File: src/rtl/twos_compl_if.sv
// ============================================================================
// Module   : twos_compl_if
// Brief    : Operand/result bundle for the twos_compl adder/subtractor.
// Revision : 1.0 - initial release
// ============================================================================
`default_nettype none

interface twos_compl_if;
  logic [15:0] x;
  logic [15:0] y;
  logic        subc;
  logic [15:0] s;
  logic [15:0] c;

  modport master (
    output x,
    output y,
    output subc,
    input  s,
    input  c
  );

  modport slave (
    input  x,
    input  y,
    input  subc,
    output s,
    output c
  );
endinterface

`default_nettype wire

File: src/rtl/twos_compl.sv
// ============================================================================
// Module   : twos_compl
// Brief    : 16-bit ripple-carry add/subtract with registered sum and carries.
// Revision : 1.0 - initial release
// ============================================================================
`default_nettype none

module twos_compl (
  input  wire         clk,
  input  wire         rst_n,
  twos_compl_if.slave bus
);

  localparam int unsigned C_WIDTH = 16;

  logic [C_WIDTH-1:0] w_yb;
  logic [C_WIDTH-1:0] w_cin;
  logic [C_WIDTH-1:0] w_sum;
  logic [C_WIDTH-1:0] w_cout;
  logic [C_WIDTH-1:0] r_s;
  logic [C_WIDTH-1:0] r_c;

  // subc both inverts B and supplies the +1 through the bit-0 carry-in
  assign w_yb  = bus.y ^ {C_WIDTH{bus.subc}};
  assign w_cin = {w_cout[C_WIDTH-2:0], bus.subc};

  genvar gi;
  generate
    for (gi = 0; gi < C_WIDTH; gi = gi + 1) begin : g_stage
      assign w_sum[gi]  = bus.x[gi] ^ w_yb[gi] ^ w_cin[gi];
      assign w_cout[gi] = (bus.x[gi] & w_yb[gi]) |
                          (bus.x[gi] & w_cin[gi]) |
                          (w_yb[gi] & w_cin[gi]);
    end
  endgenerate

  always_ff @(posedge clk) begin
    if (!rst_n) begin
      r_s <= '0;
      r_c <= '0;
    end else begin
      r_s <= w_sum;
      r_c <= w_cout;
    end
  end

  assign bus.s = r_s;
  assign bus.c = r_c;

endmodule

`default_nettype wire

File: src/flat_wrapper.sv
// flat-port wrapper written by rule: the top's interface ports become plain ports
module twos_compl_flat 
  (clk, rst_n, bus_x, bus_y, bus_subc, bus_s, bus_c);
  twos_compl_if bus_i ();
  input  wire clk;
  input  wire rst_n;
  input wire logic [$bits(bus_i.x)-1:0] bus_x;
  input wire logic [$bits(bus_i.y)-1:0] bus_y;
  input wire logic [$bits(bus_i.subc)-1:0] bus_subc;
  output wire logic [$bits(bus_i.s)-1:0] bus_s;
  output wire logic [$bits(bus_i.c)-1:0] bus_c;
  assign bus_i.x = bus_x;
  assign bus_i.y = bus_y;
  assign bus_i.subc = bus_subc;
  assign bus_s = bus_i.s;
  assign bus_c = bus_i.c;
  twos_compl u_core (.clk(clk), .rst_n(rst_n), .bus(bus_i));
endmodule
File: config.mk
export PLATFORM = sky130hd
export DESIGN_NAME = twos_compl_flat
export DESIGN_NICKNAME = d
export VERILOG_FILES = /design/src/rtl/twos_compl_if.sv /design/src/rtl/twos_compl.sv /design/src/flat_wrapper.sv
export SDC_FILE = /design/constraint.sdc
export NUM_CORES = 1
export LEC_CHECK = 0
export CAP_MARGIN = 20
export CORE_MARGIN = 4
export CORE_UTILIZATION = 40
export DETAILED_ROUTE_END_ITERATION = 6
export PLACE_DENSITY = 0.91
export SLEW_MARGIN = 10
export SYNTH_ARGS = -nofsm -noshare
export SYNTH_HDL_FRONTEND = slang
export SYNTH_SLANG_ARGS = --single-unit
File: constraint.sdc
create_clock -name clk -period 11.93 [get_ports clk]
set_input_delay 1.7895 -clock clk [delete_from_list [all_inputs] [get_ports clk]]
set_output_delay 1.7895 -clock clk [all_outputs]
set_load 0.02 [all_outputs]
==> After elaboration in Yosys (flattened, before gate mapping) <==
Cells that the tools add are included.
{ "word_totals": {"register_bits": 32, "out_inout_bits": 32, "wordCells": 115} }
{ "classes": {"bitwise_logic": 113} }
{ "ops": {"columns": ["cell", "n"], "rows": [
  ["bitwise AND 1 bit", 48],
  ["OR 1 bit", 32],
  ["bitwise XOR 1 bit", 32],
  ["bitwise XOR 16 bit", 1]
]} }

==> Longest topological paths before layout <==
Gate-level depths: netlist (run 1).
{ "logic_depth": {"word_depth": 49, "ltp_mapped": 19, "ltp_nobuf": 18} }

==> Worst setup path after synthesis (run 1) <==
No wires, ideal clock.
{ "synth_path": {"path_kind": "in2reg", "startpoint": "input bus_subc", "endpoint": "register u_core.r_s[15], in the netlist u_core.bus.s[15]", "slack_ps": 4273, "t_arrival_ps": 7585, "setup_ps": 72, "required_time_ps": 11858, "n_path_buf": 1, "path_stages": 19, "cell_sequence": "buf_6 xor2_1 fa_1 inv_1 fa_1 fa_1 fa_1 fa_1 fa_1 fa_1 fa_1 fa_1 fa_1 fa_1 fa_1 fa_1 nand2b_1 o31a_1 mux2i_1"} }
{ "synth_via": {"elab_chain_len": 47, "elab_cells_between_ends": 78, "cone_classes": "bitwise: 78"} }
{ "synth_rtl": {"columns": ["item", "line_no", "source"], "rows": [
  ["from (decl)", "flat_wrapper.sv:9", "input wire logic [$bits(bus_i.subc)-1:0] bus_subc;"],
  ["bitwise XOR 16 bit", "twos_compl.sv:24", "assign w_yb = bus.y ^ {C_WIDTH{bus.subc}};"],
  ["bitwise AND 1 bit", "twos_compl.sv:31", "assign w_cout[gi] = (bus.x[gi] & w_yb[gi]) |"],
  ["OR 1 bit", "twos_compl.sv:31", null],
  ["OR 1 bit", "twos_compl.sv:32", "(bus.x[gi] & w_cin[gi]) |"],
  ["bitwise AND 1 bit", "twos_compl.sv:32", null],
  ["OR 1 bit", "twos_compl.sv:31", null],
  ["OR 1 bit *", "twos_compl.sv:32", null],
  ["via u_core.w_cin[2]", "twos_compl.sv:17", "logic [C_WIDTH-1:0] w_cin;"],
  ["(+32 left out)", null, null],
  ["OR 1 bit *", "twos_compl.sv:32", null],
  ["bitwise AND 1 bit", "twos_compl.sv:32", null],
  ["OR 1 bit", "twos_compl.sv:31", null],
  ["OR 1 bit *", "twos_compl.sv:32", null],
  ["bitwise AND 1 bit", "twos_compl.sv:32", null],
  ["OR 1 bit", "twos_compl.sv:31", null],
  ["OR 1 bit *", "twos_compl.sv:32", null],
  ["bitwise XOR 1 bit *", "twos_compl.sv:30", "assign w_sum[gi] = bus.x[gi] ^ w_yb[gi] ^ w_cin[gi];"],
  ["to (signal assigned)", "twos_compl.sv:42", "r_s <= w_sum;"],
  ["to (decl)", "twos_compl.sv:20", "logic [C_WIDTH-1:0] r_s;"]
]} }
The timed path passes the listed nets; every way through them passes the cells marked *.
A chain may end at the register's enable or synchronous reset.

==> Worst setup path after layout (run 1) <==
{ "layout_path": {"startpoint": "input bus_subc", "endpoint": "register u_core.r_s[15], in the netlist u_core.bus.s[15]"} }
{ "layout_via": {"elab_chain_len": 47, "elab_cells_between_ends": 78, "cone_classes": "bitwise: 78"} }
{ "layout_rtl": {"columns": ["item", "line_no"], "rows": [
  ["bitwise XOR 16 bit", "twos_compl.sv:24"],
  ["bitwise AND 1 bit", "twos_compl.sv:31"],
  ["OR 1 bit", "twos_compl.sv:31"],
  ["OR 1 bit *", "twos_compl.sv:32"],
  ["via u_core.w_cin[1]", "twos_compl.sv:17"],
  ["bitwise AND 1 bit", "twos_compl.sv:32"],
  ["OR 1 bit", "twos_compl.sv:31"],
  ["OR 1 bit *", "twos_compl.sv:32"],
  ["via u_core.w_cin[2]", "twos_compl.sv:17"],
  ["(+32 left out)", null],
  ["OR 1 bit *", "twos_compl.sv:32"],
  ["bitwise AND 1 bit", "twos_compl.sv:32"],
  ["OR 1 bit", "twos_compl.sv:31"],
  ["OR 1 bit *", "twos_compl.sv:32"],
  ["bitwise AND 1 bit", "twos_compl.sv:32"],
  ["OR 1 bit", "twos_compl.sv:31"],
  ["OR 1 bit *", "twos_compl.sv:32"],
  ["bitwise XOR 1 bit *", "twos_compl.sv:30"]
]} }
Marks and branches as above.

==> flow_summary.toml, run 1 <==
[worst_hold_path]
hold_path_end = "u_core.bus.s[10]"
hold_depth = 4
min_path_type = "in -> reg"
worstHoldStart = "bus_x[10]"

[global_routing]
track_usage_pct = 14.9
antenna_found_initial = 0
grt_max_degree = 34
grtUsageMet2_pct = 28.2
gr-usage-met1_pct = 14.3
grt_pass1_wl_microns = 4780
grt_pass1_vias = 1068
grtUsageMet3_pct = 5.16
grt-ovfl-total = 0
top_usage_layer = "met2"

[critical_path]
crit_required_ns = 12.19
cp-end-kind = "flop"
critical_path_class = "in -> reg"
arrival_ns = 8.96
critPathLaunchType = "input port"
cp_max_fo = 16

[finish]
final_cell_area_sq_um = 2160
area.growth.synth_to_final_pct = 53.9
n_antenna_cell = 0
drive_gt1_share_pct = 4.26
nNetsFinal = 238

[timing]
slew_headroom_pct = 42.9
worst_slew_pin_slew_ns = 0.854
rsz0062_at_grt = "false"
finalSetupViolCount = 0
hold_viol = 0
period_share_pct = 73.0
setup_tns_ns = 0
finalCriticalPeriod_ns = 8.70
fmaxAchievable_mhz = 115
slew_viol_final = 0

[synthesis]
synth-edff-count = 0
syn-instance-count = 120
synth_area_sq_um = 1400
synth_commonest_cells = "32 x dfxtp_1, 24 x nor2b_1, 13 x fa_1, 13 x inv_1, 13 x xnor2_1"
ys_warn_count = 0
synth_top_area_share_pct = 45.7
synth_area_leaders = "dfxtp_1 46%, fa_1 19%, nor2b_1 11%, xnor2_1 8.1%, inv_1 3.5%"
yosysSeqAreaShare_pct = 45.7
netlist-cell-type-count = 17
ys_seq_elements = 32
postSynthAreaPerCell_sq_um = 11.7
synthesis.nets = 170
yosysMostFrequentCell = "dfxtp_1"
ys_async_sr_fraction_pct = 0
yosysTopAreaCell = "dfxtp_1"
synth_ff_type = "dfxtp_1"

[cts]
cts.sinks = 32
cts_tree = "built"
post_cts_buffers = 0
cts_hold_buffers = 0
cts_made_buffers = 5
htreeDepth = 2
clockBufferDepth = 2
clkSlewWorstSetupHoldPaths_ns = 0.10
cts_resized = 0
root_buffer = "clkbuf_4"

[pwr]
pwr_density_cell_nw_per_um2 = 136
p_leak_nw = 0.870
p_total_w = 0.000294
ir_drop_mv = 0.0596

[run]
timing.max_cap.violations = 0

[drt]
drt-initial-drc-count = 25
drc = 0
wl_per_cell_microns = 13.3
first_pass_iters = 4
wirelength_microns = 3110
dr_total_vias = 1003
avgViaCountPerCell = 4.29
antenna_left = 0

[floorplanning]
coreArea_sq_um = 3360
die_area_sq_um = 4510
dieWidth_microns = 67.2
start_util_pct = 41.7
die_h_microns = 67.2
ios = 67
rows = 21

[placement]
portBuffers = 66
placed_area_sq_um = 2090
place.gp.congestion = 0.760
dpl.hpwl_microns = 2600

[run_status]
outcome = "complete, no violations"
power by group:
group / internal [W] / switching (W)
logic: 0.0000538 / 0.0000482
registers: 0.000122 / 0.00000395
clock network: 0.0000334 / 0.0000333
total: 0.000209 / 0.0000854
layout by cell type (no fill, tap or decap), types with 2 or more instances in the layout:
cell type,instances
and2_1,6
clkbuf_4,5
clkbuf_8,2
clkdlybuf4s50_1,66
dfxtp_1,32
fa_1,13
ha_1,2
inv_1,13
nand2b_1,2
nor2b_1,24
o31a_1,2
xnor2_1,13
xor2_1,4
worst max-delay path, cell delays in order:
cell and delay, ns:
clkdlybuf4s50_1 1.03, mux2_2 0.33, fa_1 0.19, inv_1 0.06, fa_1 0.41, fa_1 0.44, fa_1 0.43, fa_1 0.42
fa_1 0.42, fa_1 0.42, fa_1 0.41, fa_1 0.43, fa_1 0.42, fa_1 0.44, fa_1 0.43, fa_1 0.43
nand2b_1 0.10, o31a_1 0.19, mux2i_1 0.18
final cells by class:
type / instances / area, sq um
fillers: 291 / 1210
inverters: 13 / 48.8
multi-input cells: 70 / 684
well taps: 46 / 57.6
flip-flops and latches: 32 / 641
repair buffers: 66 / 661
clock buffers: 7 / 65.1
cells by family after synthesis:
family	synth area share (%)
flip-flops	45.7
XOR/XNOR	10.6
AND/OR/NAND/NOR	14.6
AO/OA/AOI/OAI	1.79
buffers and inverters	5.45
adder cells (fa/ha/maj)	20.4
multiplexers	1.52
sequential cells by signal (all words and copies together) (netlist names):
| name | count |
|---|---|
| u_core.bus.c | 16 |
| u_core.bus.s | 16 |
routing by layer:
layer / routed length (microns) / up-vias
li1: - / 488
met4: 49 / 0
met3: 239 / 5
met1: 1090 / 470
met2: 1730 / 40
met5: 0 / -
stage by stage:
| stage | worst slack, ns | cells | util, % | hold slack (ns) |
|---|---|---|---|---|
| floorplan | 4.27 | 120 | - | 1.94 |
| global placement | 3.08 | 227 | 62.2 | 2.51 |
| detailed placement | 2.84 | 227 | 62.2 | 2.52 |
| CTS | 3.19 | 234 | 64.1 | 2.18 |
| global route | 2.94 | 234 | 64.1 | 2.18 |
| finish | 3.23 | 234 | 64.1 | 2.18 |
worst max path at each step:
stage             start  slack, ns  cells after the start               end
2_1_floorplan  bus_subc       4.27                     19  u_core.bus.s[15]
3_3_place_gp   bus_subc       3.08                     19  u_core.bus.s[15]
3_5_place_dp   bus_subc       2.84                     19  u_core.bus.s[15]
4_1_cts        bus_subc       3.19                     19  u_core.bus.s[15]
5_1_grt        bus_subc       2.94                     19  u_core.bus.s[15]
6_report       bus_subc       3.23                     19  u_core.bus.s[15]
Power figures use the tool's default switching activity.
==> run 2: changes to the inputs <==
CORE_UTILIZATION = 36   (was 40)
PLACE_DENSITY = 0.87   (was 0.91)
clock period = 7.73 ns   (was 11.93 ns; I/O delays follow)
==> run 2 against run 1 <==
Against the previous run: die area up 9.8%; sequential cell count did not move; largest cell class unchanged; critical path depth is the same; non-clock buffer count rose by 1; count of clock-buffer cells in the layout did not move; final cell count is 1.7% higher; worst setup slack got worse by 2.9 ns.
==> flow_summary.toml, run 2 (synthesis results as in run 1) <==
[drt]
antenna_left = 0
dr_total_vias = 991
drt-initial-drc-count = 38
wirelength_microns = 3030
wl_per_cell_microns = 12.7
avgViaCountPerCell = 4.16
drc = 0
first_pass_iters = 4

[cts]
clockBufferDepth = 2
post_cts_buffers = 0
clkSlewWorstSetupHoldPaths_ns = 0.07
cts_tree = "built"
cts_made_buffers = 5
cts.sinks = 32
htreeDepth = 2
root_buffer = "clkbuf_8"

[critical_path]
worstSetupEndpoint = "u_core.bus.s[15]"
cp_max_fo = 3
max_stage_delay_ns = 0.51
crit_chain = "clkdlybuf4s50_1 -> xor2_1 -> fa_1 -> inv_1 -> fa_1 -> fa_1 -> fa_1 -> fa_1 -> fa_1 -> fa_2 -> fa_1 -> fa_1 -> fa_1 -> fa_2 -> fa_1 -> fa_1 -> nand2b_1 -> o31a_1 -> mux2i_1"
critPathLaunchType = "input port"
crit_top_cell = "fa_1"
crit_start = "bus_subc"
critical_path_class = "in -> reg"
critical-path-slowest-cell = "clkdlybuf4s50_1"
arrival_ns = 7.63
crit_required_ns = 7.95
cp-end-kind = "flop"

[finish]
multi_input_area_sq_um = 689
nFillCells = 318
final_cell_mix = "66 x clkdlybuf4s50_1, 32 x dfxtp_1, 24 x nor2b_1, 13 x xnor2_1, 13 x inv_1"
final_cells = 238
seqCellArea_sq_um = 641
final_common_cell = "clkdlybuf4s50_1"
nNetsFinal = 239
area.growth.synth_to_final_pct = 59.4
final_util_pct = 60.1
drive_gt1_share_pct = 6.32
n_antenna_cell = 0

[timing]
finalSetupViolCount = 0
fmaxAchievable_mhz = 135
hold_viol = 0
worst_slew_pin_slew_ns = 0.846
rsz0062_at_grt = "false"
period_share_pct = 95.9
worst_slack_ns = 0.316
finalCriticalPeriod_ns = 7.41
slew_viol_final = 0
slew_headroom_pct = 43.4

[worst_hold_path]
min_path_type = "in -> reg"

[placement]
place.gp.congestion = 0.729
portBuffers = 66
post-place-ws_ns = -0.0635
dpl.hpwl_microns = 2410
dp.cells = 230

[pwr]
ir_drop_mv = 0.113
p_leak_nw = 0.900
pwr_density_cell_nw_per_um2 = 234

[run]
timing.max_cap.violations = 0

[global_routing]
grt_max_degree = 34
grt-ovfl-total = 0
grt_pass1_wl_microns = 5100
track_usage_pct = 13.7
antenna_found_initial = 0
grt_pass1_vias = 1106

[floorplanning]
rows = 22
die_h_microns = 70.4
ios = 67
die_area_sq_um = 4950
start_util_pct = 37.7
coreArea_sq_um = 3720
dieWidth_microns = 70.4

[run_status]
outcome = "complete, no violations"
-- run 2: changes by cell type in the layout (fill, tap and decap cells not counted) --
| cell | delta |
|---|---|
| fa_2 | +2 |
| bufinv_16 | +1 |
| buf_4 | +1 |
| clkbuf_8 | +5 |
| clkbuf_4 | -5 |
| fa_1 | -2 |
-- run 2: layout make-up --
cell class / instances / share of cell area, %
clock buffers: 7 / 4.31
inverters: 13 / 2.18
multi-input cells: 70 / 30.9
repair buffers: 67 / 29.9
well taps: 48 / 2.69
clock inverters: 1 / 1.34
flip-flops and latches: 32 / 28.7
-- run 2: metrics by stage --
| step | hold slack, ns | setup TNS (ns) | area [sq um] | total power, W |
|---|---|---|---|---|
| CTS | 1.60 | 0 | 2230 | 0.000530 |
| global placement | 1.88 | 0 | 2100 | 0.000351 |
| finish | 1.60 | 0 | 2230 | 0.000523 |
| global route | 1.62 | 0 | 2230 | 0.000553 |
| detailed placement | 1.90 | -0.0770 | 2100 | 0.000355 |
| floorplan | 1.31 | 0 | 1400 | 0.000279 |
-- run 2: worst max-delay path, delay by kind of cell --
kind,cells,cell delay (ns)
adders and majority gates,13,5.20
buffers and inverters,2,0.57
and+or+nand+nor,1,0.11
xor gates and xnor gates,1,0.22
AOI/OAI and AO/OA,1,0.18
muxes,1,0.18
-- run 2: power breakdown --
group	internal [W]	switching, W	total [W]
Clock	0.000114	0.0000594	0.000173
Sequential	0.000188	0.00000594	0.000194
Combinational	0.0000836	0.0000728	0.000156
Total	0.000385	0.000138	0.000523
-- run 2: worst min path at each step --
stage / startpoint / endpoint / slack (ns) / cells after the start
after floorplan: rst_n / u_core.bus.s[15] / 1.31 / 2
after global placement: bus_x[3] / u_core.bus.s[3] / 1.88 / 4
after detailed placement: bus_x[13] / u_core.bus.s[13] / 1.90 / 4
after CTS: bus_x[13] / u_core.bus.s[13] / 1.60 / 4
after global routing: bus_y[0] / u_core.bus.s[0] / 1.62 / 3
final: bus_x[5] / u_core.bus.s[5] / 1.60 / 4
-- run 2: what timing repair did --
action	CTS	global route
hold buffers	0	0
resized for setup	0	2
endpoints found under the setup margin	0	2
-- run 2: per-layer routing --
layer	global-route usage (%)	wire (microns)	share of wire (%)	vias up
li1	-	-	-	492
met1	14.9	1140	38	455
met2	23.0	1560	51	39
met5	0	0	0	-
met3	4.89	254	8.4	5
met4	7.66	76	2.5	0
